$ cat src/rtl/mips_multicycle_control.sv
// rtl/mips_multicycle_control.sv - Multicycle MIPS control unit (Moore FSM with memory handshake)
//
// Ports:
//   clk        in   1  rising-edge clock
//   reset      in   1  asynchronous active-low reset
//   op         in   6  Instr[31:26]
//   funct      in   6  Instr[5:0]
//   mem_ready  in   1  memory finishes the current access this cycle
//   IorD, MemRead, MemWrite, IRWrite, RegDst, MemtoReg, RegWrite,
//   ALUSrcA, Branch, PCWrite  out 1  datapath enables/selects
//   ALUSrcB    out  2  00 RD2, 01 const 4, 10 SignImm, 11 SignImm<<2
//   PCSrc      out  2  00 ALUResult, 01 ALUOut, 10 jump target
//   ALUControl out  3  ALU operation
//   state      out  4  current state code
//   illegal_op out  1  sticky unsupported-instruction flag
//   instr_done out  1  one-cycle retire pulse

module mips_multicycle_control (
    input  logic       clk,
    input  logic       reset,
    input  logic [5:0] op,
    input  logic [5:0] funct,
    input  logic       mem_ready,
    output logic       IorD,
    output logic       MemRead,
    output logic       MemWrite,
    output logic       IRWrite,
    output logic       RegDst,
    output logic       MemtoReg,
    output logic       RegWrite,
    output logic       ALUSrcA,
    output logic       Branch,
    output logic       PCWrite,
    output logic [1:0] ALUSrcB,
    output logic [1:0] PCSrc,
    output logic [2:0] ALUControl,
    output logic [3:0] state,
    output logic       illegal_op,
    output logic       instr_done
);

    typedef enum logic [3:0] {
        S_FETCH    = 4'd0,
        S_DECODE   = 4'd1,
        S_MEMADR   = 4'd2,
        S_MEMREAD  = 4'd3,
        S_MEMWB    = 4'd4,
        S_MEMWRITE = 4'd5,
        S_EXECUTE  = 4'd6,
        S_ALUWB    = 4'd7,
        S_BRANCH   = 4'd8,
        S_ADDIEX   = 4'd9,
        S_ADDIWB   = 4'd10,
        S_JUMP     = 4'd11
    } state_t;

    localparam logic [5:0] OP_RTYPE = 6'b000000;
    localparam logic [5:0] OP_LW    = 6'b100011;
    localparam logic [5:0] OP_SW    = 6'b101011;
    localparam logic [5:0] OP_BEQ   = 6'b000100;
    localparam logic [5:0] OP_ADDI  = 6'b001000;
    localparam logic [5:0] OP_J     = 6'b000010;

    localparam logic [2:0] ALU_AND = 3'b000;
    localparam logic [2:0] ALU_OR  = 3'b001;
    localparam logic [2:0] ALU_ADD = 3'b010;
    localparam logic [2:0] ALU_SUB = 3'b110;
    localparam logic [2:0] ALU_SLT = 3'b111;

    state_t state_q;
    logic   illegal_q;

    // R-type function decode. An unsupported funct still executes an add
    // but is marked not-ok so the write-back cycle retires nothing.
    logic       funct_ok;
    logic [2:0] alu_rtype;

    always_comb begin
        funct_ok  = 1'b1;
        alu_rtype = ALU_ADD;
        case (funct)
            6'b100000: alu_rtype = ALU_ADD;
            6'b100010: alu_rtype = ALU_SUB;
            6'b100100: alu_rtype = ALU_AND;
            6'b100101: alu_rtype = ALU_OR;
            6'b101010: alu_rtype = ALU_SLT;
            default: begin
                alu_rtype = ALU_ADD;
                funct_ok  = 1'b0;
            end
        endcase
    end

    // State register and sticky illegal flag.
    always_ff @(posedge clk or negedge reset) begin
        if (!reset) begin
            state_q   <= S_FETCH;
            illegal_q <= 1'b0;
        end else begin
            case (state_q)
                S_FETCH: begin
                    if (mem_ready) state_q <= S_DECODE;
                end
                S_DECODE: begin
                    case (op)
                        OP_LW, OP_SW: state_q <= S_MEMADR;
                        OP_RTYPE:     state_q <= S_EXECUTE;
                        OP_BEQ:       state_q <= S_BRANCH;
                        OP_ADDI:      state_q <= S_ADDIEX;
                        OP_J:         state_q <= S_JUMP;
                        default: begin
                            state_q   <= S_FETCH;
                            illegal_q <= 1'b1;
                        end
                    endcase
                end
                S_MEMADR: begin
                    state_q <= (op == OP_LW) ? S_MEMREAD : S_MEMWRITE;
                end
                S_MEMREAD: begin
                    if (mem_ready) state_q <= S_MEMWB;
                end
                S_MEMWRITE: begin
                    if (mem_ready) state_q <= S_FETCH;
                end
                S_EXECUTE: begin
                    if (!funct_ok) illegal_q <= 1'b1;
                    state_q <= S_ALUWB;
                end
                S_ADDIEX: state_q <= S_ADDIWB;
                S_MEMWB, S_ALUWB, S_BRANCH, S_ADDIWB, S_JUMP: state_q <= S_FETCH;
                default: state_q <= S_FETCH;
            endcase
        end
    end

    // Moore outputs. They follow the state register combinationally so that
    // the handshake-qualified enables (IRWrite/PCWrite in FETCH, instr_done
    // in MEMWRITE) line up with the cycle mem_ready is seen, and so that an
    // asserted reset silences every output before the next edge.
    always_comb begin
        IorD       = 1'b0;
        MemRead    = 1'b0;
        MemWrite   = 1'b0;
        IRWrite    = 1'b0;
        RegDst     = 1'b0;
        MemtoReg   = 1'b0;
        RegWrite   = 1'b0;
        ALUSrcA    = 1'b0;
        Branch     = 1'b0;
        PCWrite    = 1'b0;
        ALUSrcB    = 2'b00;
        PCSrc      = 2'b00;
        ALUControl = 3'b000;
        instr_done = 1'b0;
        if (reset) begin
            case (state_q)
                S_FETCH: begin
                    MemRead    = 1'b1;
                    ALUSrcB    = 2'b01;
                    ALUControl = ALU_ADD;
                    IRWrite    = mem_ready;
                    PCWrite    = mem_ready;
                end
                S_DECODE: begin
                    ALUSrcB    = 2'b11;
                    ALUControl = ALU_ADD;
                end
                S_MEMADR: begin
                    ALUSrcA    = 1'b1;
                    ALUSrcB    = 2'b10;
                    ALUControl = ALU_ADD;
                end
                S_MEMREAD: begin
                    IorD    = 1'b1;
                    MemRead = 1'b1;
                end
                S_MEMWB: begin
                    MemtoReg   = 1'b1;
                    RegWrite   = 1'b1;
                    instr_done = 1'b1;
                end
                S_MEMWRITE: begin
                    IorD       = 1'b1;
                    MemWrite   = 1'b1;
                    instr_done = mem_ready;
                end
                S_EXECUTE: begin
                    ALUSrcA    = 1'b1;
                    ALUControl = alu_rtype;
                end
                S_ALUWB: begin
                    // funct is still held in the IR, so an unsupported
                    // R-type is suppressed here without an extra state.
                    RegDst     = 1'b1;
                    RegWrite   = funct_ok;
                    instr_done = funct_ok;
                end
                S_BRANCH: begin
                    ALUSrcA    = 1'b1;
                    ALUControl = ALU_SUB;
                    Branch     = 1'b1;
                    PCSrc      = 2'b01;
                    instr_done = 1'b1;
                end
                S_ADDIEX: begin
                    ALUSrcA    = 1'b1;
                    ALUSrcB    = 2'b10;
                    ALUControl = ALU_ADD;
                end
                S_ADDIWB: begin
                    RegWrite   = 1'b1;
                    instr_done = 1'b1;
                end
                S_JUMP: begin
                    PCSrc      = 2'b10;
                    PCWrite    = 1'b1;
                    instr_done = 1'b1;
                end
                default: begin
                    IorD = 1'b0;
                end
            endcase
        end
    end

    assign state      = state_q;
    assign illegal_op = illegal_q;

endmodule

$ cat config.mk
export PLATFORM = sky130hd
export DESIGN_NAME = mips_multicycle_control
export DESIGN_NICKNAME = d
export VERILOG_FILES = /design/src/rtl/mips_multicycle_control.sv
export SDC_FILE = /design/constraint.sdc
export NUM_CORES = 1
export LEC_CHECK = 0
export ABC_AREA = 1
export BUFFER_PORTS_ARGS = -buffer_cell sky130_fd_sc_hd__buf_4
export CAP_MARGIN = 30
export CORE_MARGIN = 5
export CORE_UTILIZATION = 48
export CTS_BUF_LIST = sky130_fd_sc_hd__clkbuf_4 sky130_fd_sc_hd__clkbuf_8 sky130_fd_sc_hd__clkbuf_16
export DETAILED_ROUTE_END_ITERATION = 12
export PLACE_DENSITY_LB_ADDON = 0.25
export REMOVE_ABC_BUFFERS = 1
export SYNTH_ARGS = -nofsm -noshare
export SYNTH_HDL_FRONTEND = slang
export SYNTH_SLANG_ARGS = --single-unit
$ cat constraint.sdc
create_clock -name clk -period 3.78 [get_ports clk]
set_clock_uncertainty 0.1 [all_clocks]
set_input_delay 0.189 -clock clk [delete_from_list [all_inputs] [get_ports clk]]
set_output_delay 0.189 -clock clk [all_outputs]
set_load 0.02 [all_outputs]
==> out/metrics.yaml, run 1 <==
die_footprint_um2: 2420
grt_antenna_before_repair: 0
hold_viol_final: 0
cts_resized: 0
synthXorXnorAreaFrac_pct: 0
pwr_density_nw_per_um2: 430
die_x_um: 49.2
std_cell_rows: 14
r2r_start: "state[3]"
synthesis.area_um2: 738
cts.sinks: 5
worst_skew_pair.late_latency_ps: 240
syn-instance-count: 139
p_total_uw: 457
startpoint: "reset"
dr.first_iter.drc_count: 44
cts_tree: "yes"
grt_max_degree: 16
post-route-min-period_ps: 1990
post_layout_nonfiller_instances: 195
cts-root-buf: "clkbuf_4"
antennaDiodeCount: 0
combinational_family_with_the_most_area_after_synthesis: "simple AND/OR/NAND/NOR gates"
detailedRoute.firstPassIterationCount: 4
area_growth_pct: 44.2
outcome: "completed"
nets: 195
proportion_of_synthesized_chip_area_in_sequential_cells_pct: 16.9
compound_cell_area_share_of_the_yosys_netlist_pct: 8.47
synth_mux_area_share_pct: 0
yosys.area_share.adder_pct: 0
leakagePower_nw: 0.649
holdBufCountCts: 1
final_max_slew_viol_count: 0
crit_required_ps: 3490
min_path_type: "in2async"
max_transition_margin_pct: 69.6
layout_worst_path_cycle_share_pct: 52.8
yosysUniqueCellTypes: 21
cp.arrival_ps: 1710
effective_utilization_at_floorplan_pct: 49.6
cts_inserted_buffers: 3
postSynthRegisterBits: 5
finalSetupTns_ps: 0
design.core.area_um2: 1490
drive_above_1_share_pct: 31.3
placement.io_buffers: 37
htree_num_levels: 1
final-setup-viol-count: 0
floorplan.die.height_um: 49.2
grt_pass1_vias: 912
route.detailed.wl_per_inst_um: 11.5
vias: 1007
endpoint_kind: "output port"
irDropWorstVdd_uv: 344
maxClockFrequency_mhz: 501
ios: 38
worst-path-max-fanout: 15
place_inst: 190
critPathLaunchType: "input pin"
grt_first_pass_wirelength_um: 3800
post_cts.repair.setup_buffers: 0
rsz0062_at_grt: "no"
groute.usage.overall_pct: 18.9
drt.antenna.violating_nets: 0
place_congestion: 0.913
grt_remaining_overflow: 0
place.detailed.hpwl_um: 1860
overall_routed_net_length_um: 2250
yosysWarnings: 0
post_cts_clock_slew_at_the_launch_and_capture_registers_of_the_worst_setup_and_hold_paths_ps: 50
criticalPathCategory: "in2out"
synthesized_area_fraction_occupied_by_and_or_nand_nor_cells_pct: 60.3
vias_per_cell: 5.16
cts.path.max_buffers: 2
tightestPinTransition_ps: 456
maxCapViolations: 0
postSynthAreaPerCell_um2: 5.31
post-route-drc-count: 0
layer usage:
layer | part of all wire, % | vias to the layer above | track usage (%)
met2 | 51 | 34 | 31.3
li1 | - | 511 | -
met4 | 1.2 | 0 | 8.07
met3 | 7.0 | 5 | 4.28
met5 | 0 | - | 0
met1 | 41 | 457 | 22.8
cells in the mapped netlist, drive strengths merged:
library cell / n / share of area (%)
a31oi: 1 / 0.85
clkbuf: 1 / 0.51
nor2: 30 / 19
buf: 1 / 1.0
nand2: 43 / 24
inv: 25 / 13
a22oi: 1 / 1.0
nand4: 1 / 0.85
dfrtp: 5 / 17
nand3: 18 / 13
a21oi: 5 / 3.4
o21ai: 4 / 3.2
nor3: 2 / 1.4
nand3b: 2 / 2.0
worst max-delay path, cell delays in order:
cell and delay (ps):
dlygate4sd3_1 530, buf_4 170, inv_1 350, nor2_4 90, nand2_1 70, o21ai_0 90
buf_4 190
metrics by stage:
step	hold WS (ps)	cell area (µm²)	util (%)	setup WS [ps]
finish	200	1060	71.5	1790
detailed placement	-91.3	1020	68.8	2190
global placement	-89.6	1020	68.8	2250
CTS	197	1060	71.5	1780
floorplan	-207	727	-	2020
global route	214	1060	71.5	1710
registers in the layout (all words and copies together) (netlist names):
register	cells
state	4
illegal_op	1
logic make-up (layout without fill, tap and decap cells):
kind of cell | count (synthesis) | after routing
DFF | 5 | 5
and+or+nand+nor | 96 | 96
buffers and inverters | 27 | 67
AOI/OAI and AO/OA | 11 | 11
path summary, 6_finish.rpt:
path                                 endpoint  slack, ps  depth (start not counted)
worst max-delay path            ALUControl[2]       1790                          7
worst min-delay path                 state[3]        200                          2
worst max register to register       state[0]       2360                          8
worst min register to register     illegal_op        410                          2
max in group asynchronous          illegal_op       3250                          2
min in group clk                     state[1]        210                          4
placed cells by master (no fill, tap or decap), drive strengths merged:
cell type    instances
nand2               43
buf                 37
nor2                30
inv                 25
nand3               18
a21oi                5
dfrtp                5
clkbuf               4
o21ai                4
nor3                 2
nand3b               2
nand4                1
a31oi                1
a22oi                1
dlygate4sd3          1
layout make-up:
type	count	area, µm²
multi-input cells	107	508
well taps	16	20.0
clock buffers	4	30.0
repair buffers	38	288
fillers	152	424
inverters	25	93.8
flip-flops and latches	5	125
power by group:
group | total (mW) | switching (mW) | internal (mW)
Sequential | 0.0873 | 0.0222 | 0.0651
Clock | 0.0688 | 0.0217 | 0.0470
Combinational | 0.301 | 0.191 | 0.111
Note: power is estimated with default switching activity, not from simulation.
==> run 2, diff against run 1 <==
--- a/config.mk
+++ b/config.mk
@@ -9,7 +9,7 @@
 export BUFFER_PORTS_ARGS = -buffer_cell sky130_fd_sc_hd__buf_4
 export CAP_MARGIN = 30
 export CORE_MARGIN = 5
-export CORE_UTILIZATION = 48
+export CORE_UTILIZATION = 40
 export CTS_BUF_LIST = sky130_fd_sc_hd__clkbuf_4 sky130_fd_sc_hd__clkbuf_8 sky130_fd_sc_hd__clkbuf_16
 export DETAILED_ROUTE_END_ITERATION = 12
 export PLACE_DENSITY_LB_ADDON = 0.25
==> constraint.sdc (replaced) <==
create_clock -name clk -period 1.8 [get_ports clk]
set_clock_uncertainty 0.1 [all_clocks]
set_input_delay 0.09 -clock clk [delete_from_list [all_inputs] [get_ports clk]]
set_output_delay 0.09 -clock clk [all_outputs]
set_load 0.02 [all_outputs]
==> out/metrics.yaml, run 2 (synthesized netlist as in run 1, its figures left out) <==
vias: 1035
critPathLaunchType: "register"
die_x_um: 53.0
detailedRoute.firstPassIterationCount: 4
ios: 38
cts_inserted_buffers: 3
worst-path-max-fanout: 7
hold_ws_ps: 95.4
p_sw_share_pct: 50.6
outcome: "completed"
pwr_density_nw_per_um2: 884
dp_slack_ps: 316
post-route-drc-count: 0
most-common-layout-cells: "buf_4, nand2_1, nor2_1"
fill_cells: 174
logic_pwr_share_pct: 65.9
max_transition_margin_pct: 80.8
rrSetupSlack_ps: 420
p_seq_share_pct: 18.9
min_path_type: "in2reg"
final_max_slew_viol_count: 0
endpoint_kind: "output port"
pwr-share-clk_pct: 15.1
placement.io_buffers: 37
hold_viol_final: 0
post_dp_cell_area_um2: 1040
drive_above_1_share_pct: 37.6
fin_util_pct: 65.4
grt_pass1_vias: 919
dr.first_iter.drc_count: 23
grt_max_degree: 16
htree_num_levels: 1
die_footprint_um2: 2800
groute.usage.overall_pct: 17.2
finalSetupTns_ps: 0
post_cts_clock_slew_at_the_launch_and_capture_registers_of_the_worst_setup_and_hold_paths_ps: 50
cts-root-buf: "clkbuf_4"
place.detailed.hpwl_um: 1830
overall_routed_net_length_um: 2290
nets: 202
grt_remaining_overflow: 0
criticalPathCategory: "reg2out"
largest_reg_flops: 4
layout_worst_path_cycle_share_pct: 95.5
place_inst: 199
grt_first_pass_wirelength_um: 3640
total_switching_power_uw: 511
vias_per_cell: 4.91
std_cell_rows: 15
area_growth_pct: 54.6
design.core.area_um2: 1750
tightestPinTransition_ps: 289
p_total_mw: 1.01
cts.sinks: 5
drt.antenna.violating_nets: 0
worst_skew_pair.late_latency_ps: 250
post-route-min-period_ps: 1720
leading_cell_type_in_the_layout_fill_and_taps_excluded: "buf_4"
cp.arrival_ps: 1530
irDropWorstVdd_uv: 747
maxCapViolations: 0
grt_antenna_before_repair: 0
antennaDiodeCount: 0
post_layout_nonfiller_instances: 211
setup_slack_ps: 81.6
leakagePower_nw: 0.669
cts_tree: "yes"
route.detailed.wl_per_inst_um: 10.8
crit_required_ps: 1610
final-setup-viol-count: 0
effective_utilization_at_floorplan_pct: 42.3
floorplan.die.height_um: 53.0
final_cell_area_excluding_filler_cells_um2: 1140
maxClockFrequency_mhz: 582
place_congestion: 0.835
rsz0062_at_grt: "yes"
cts.path.max_buffers: 2
internal_power_uw: 498
-- run 2: cell types whose count changed in the layout (fill, tap and decap cells not counted) --
cell	previous run	this run
buf_4	37	43
clkinvlp_2	0	1
clkinvlp_4	0	1
dfrtp_1	5	2
dfrtp_2	0	3
inv_1	22	19
inv_2	3	5
nor2_1	24	23
nor2_4	3	4
-- run 2: cell type report --
type / count / area, µm² / area share [%]
sequential: 5 / 129 / 11.3
inverter: 25 / 97.6 / 8.55
tap: 25 / 31.3 / 2.74
timing repair inverter: 1 / 5.00 / 0.439
clock buffer: 4 / 30.0 / 2.63
timing repair buffer: 44 / 333 / 29.2
multi-input combinational: 107 / 515 / 45.2
-- run 2: power by group through the flow --
stage | registers [mW] | logic (mW) | clock network, mW
after global routing | 0.194 | 0.738 | 0.166
after detailed placement | 0.183 | 0.619 | 0
after floorplan | 0.205 | 0.383 | 0
final | 0.191 | 0.665 | 0.153
after CTS | 0.182 | 0.626 | 0.156
after global placement | 0.182 | 0.614 | 0
-- run 2: worst paths after layout --
kind	start	end	depth (start not counted)
hold reg to reg	illegal_op	illegal_op	2
setup / recovery	state[1]	ALUControl[1]	6
setup reg to reg	state[1]	state[2]	6
min in group asynchronous	reset	state[1]	2
max in group asynchronous	reset	state[0]	2
hold / removal	mem_ready	state[0]	4
-- run 2: routing by layer --
metal  vias up  wire (µm)  GRT usage [%]
li1        530          -              -
met1       466        976           21.0
met2        36       1120           30.8
met3         3        168           2.54
met4         0         21           5.11
met5         -          0              0
-- run 2: worst max-delay path, cell delays in order, from the launching register on --
cell,delay [ps]
dfrtp_2,480
nor2_2,250
o21ai_0,170
nand2_1,90
nand3_1,70
nand2_1,80
buf_4,140
-- run 2: what timing repair did --
item / in CTS / in global routing
hold endpoints to repair: 5 / 0
setup endpoints to repair: 0 / 7
buffers inserted: 0 / 6
hold buffers: 1 / 0
gates resized for setup: 0 / 8
==> run 3, diff against run 2 <==
--- a/config.mk
+++ b/config.mk
@@ -6,12 +6,15 @@
 export NUM_CORES = 1
 export LEC_CHECK = 0
 export ABC_AREA = 1
+export ABC_CLOCK_PERIOD_IN_PS = 1800
 export BUFFER_PORTS_ARGS = -buffer_cell sky130_fd_sc_hd__buf_4
 export CAP_MARGIN = 30
 export CORE_MARGIN = 5
 export CORE_UTILIZATION = 40
 export CTS_BUF_LIST = sky130_fd_sc_hd__clkbuf_4 sky130_fd_sc_hd__clkbuf_8 sky130_fd_sc_hd__clkbuf_16
 export DETAILED_ROUTE_END_ITERATION = 12
+export GPL_ROUTABILITY_DRIVEN = 0
+export MAX_ROUTING_LAYER = met4
 export PLACE_DENSITY_LB_ADDON = 0.25
 export REMOVE_ABC_BUFFERS = 1
 export SYNTH_ARGS = -nofsm -noshare
==> out/metrics.yaml, run 3 (synthesized netlist as in run 1, its figures left out) <==
leading_cell_type_in_the_layout_fill_and_taps_excluded: "buf_4"
worstPathCellList: "inv_2 > nor2_4 > o21ai_0 > nand2_1 > nand3_1 > nand2_1 > buf_4"
critical_path_cell_count: 7
grt_remaining_overflow: 0
cts-root-buf: "clkbuf_4"
fin_util_pct: 64.2
criticalPathCategory: "reg2out"
endpoint_kind: "output port"
groute.usage.overall_pct: 18.2
drt.antenna.violating_nets: 0
min_path_type: "in2async"
die_x_um: 53.0
final_max_slew_viol_count: 0
routed-wl-met3_um: 152
post-route-min-period_ps: 1710
drive_above_1_share_pct: 36.1
area_growth_pct: 51.9
highest_layer: "met4"
worst-path-max-fanout: 5
maxClockFrequency_mhz: 586
std_cell_rows: 15
place_inst: 199
critical_path.n_buffers_inverters: 2
worst_skew_pair.late_latency_ps: 250
path_delay_family: "flip-flops"
regToRegEndpoint: "state[2]"
hold_ws_ps: 99.9
critPathLaunchType: "register"
cts.path.max_buffers: 2
layout_worst_path_cycle_share_pct: 94.8
grt_first_pass_wirelength_um: 3700
ios: 38
post_dp_cell_area_um2: 1040
route.detailed.wl_per_inst_um: 11.2
cts_tree: "yes"
r2r_start: "state[1]"
cp.arrival_ps: 1520
nets: 199
post_cts_clock_slew_at_the_launch_and_capture_registers_of_the_worst_setup_and_hold_paths_ps: 50
cts.sinks: 5
wl_met2_um: 1150
grt_max_degree: 16
cp_slowest_cell: "dfrtp_2"
htree_num_levels: 1
place.detailed.hpwl_um: 1910
crit_required_ps: 1610
antennaDiodeCount: 0
fill_cells: 190
hold_viol_final: 0
detailedRoute.firstPassIterationCount: 4
final_cell_area_excluding_filler_cells_um2: 1120
final-setup-viol-count: 0
rrSetupSlack_ps: 450
most-common-layout-cells: "buf_4, nand2_1, nor2_1"
startpoint: "state[0]"
dp_slack_ps: 335
wl_met1_um: 986
vias_per_cell: 4.86
finalSetupTns_ps: 0
die_footprint_um2: 2800
pwr_density_nw_per_um2: 890
worst-r2r-cell-count: 8
slowest_delay_ps: 450
dr.first_iter.drc_count: 29
vias: 1011
cts_inserted_buffers: 3
maxCapViolations: 0
post_layout_nonfiller_instances: 208
outcome: "completed"
largest_reg_flops: 4
effective_utilization_at_floorplan_pct: 42.3
placement.io_buffers: 37
setup_slack_ps: 93.4
post-route-drc-count: 0
p_total_uw: 997
tightestPinTransition_ps: 284
max_transition_margin_pct: 80.9
worstSetupEndpoint: "ALUControl[1]"
leakagePower_nw: 0.656
grt_antenna_before_repair: 0
irDropWorstVdd_uv: 605
grt_pass1_vias: 928
design.core.area_um2: 1750
cpMostUsedCell: "nand2_1"
overall_routed_net_length_um: 2330
floorplan.die.height_um: 53.0
## run 3: cell count changes in the layout (fill, tap and decap cells not counted), sizes merged
cell	before	now
buf	43	40
## run 3: power breakdown
| group | internal, mW | total, mW | switching, mW |
|---|---|---|---|
| clock network | 0.0993 | 0.152 | 0.0530 |
| registers | 0.140 | 0.195 | 0.0550 |
| logic | 0.247 | 0.650 | 0.403 |
## run 3: what timing repair did
action / in CTS / in global routing
endpoints found under the setup margin: 0 / 6
resized for setup: 0 / 8
setup buffers: 0 / 3
hold buffers: 1 / 0
hold endpoints to repair: 5 / 0
## run 3: how the worst min path moves through the flow
stage,endpoint,startpoint,cells past startpoint
2_1_floorplan,illegal_op,reset,0
3_3_place_gp,state[1],reset,1
3_5_place_dp,state[1],reset,1
4_1_cts,state[1],reset,2
5_1_grt,state[1],reset,2
6_report,state[1],reset,2
## run 3: area by class of cell
class / instances / area (µm²) / share of cell area (%)
flip-flops and latches: 5 / 129 / 11.5
well taps: 25 / 31.3 / 2.79
repair inverters: 1 / 5.00 / 0.446
clock buffers: 4 / 30.0 / 2.68
inverters: 25 / 97.6 / 8.71
multi-input cells: 107 / 518 / 46.2
repair buffers: 41 / 310 / 27.7
## run 3: routing by layer
metal / global-route usage, % / vias up
li1: - / 521
met1: 22.1 / 453
met2: 29.3 / 32
met3: 3.38 / 5
met4: 7.66 / 0
met5: - / -
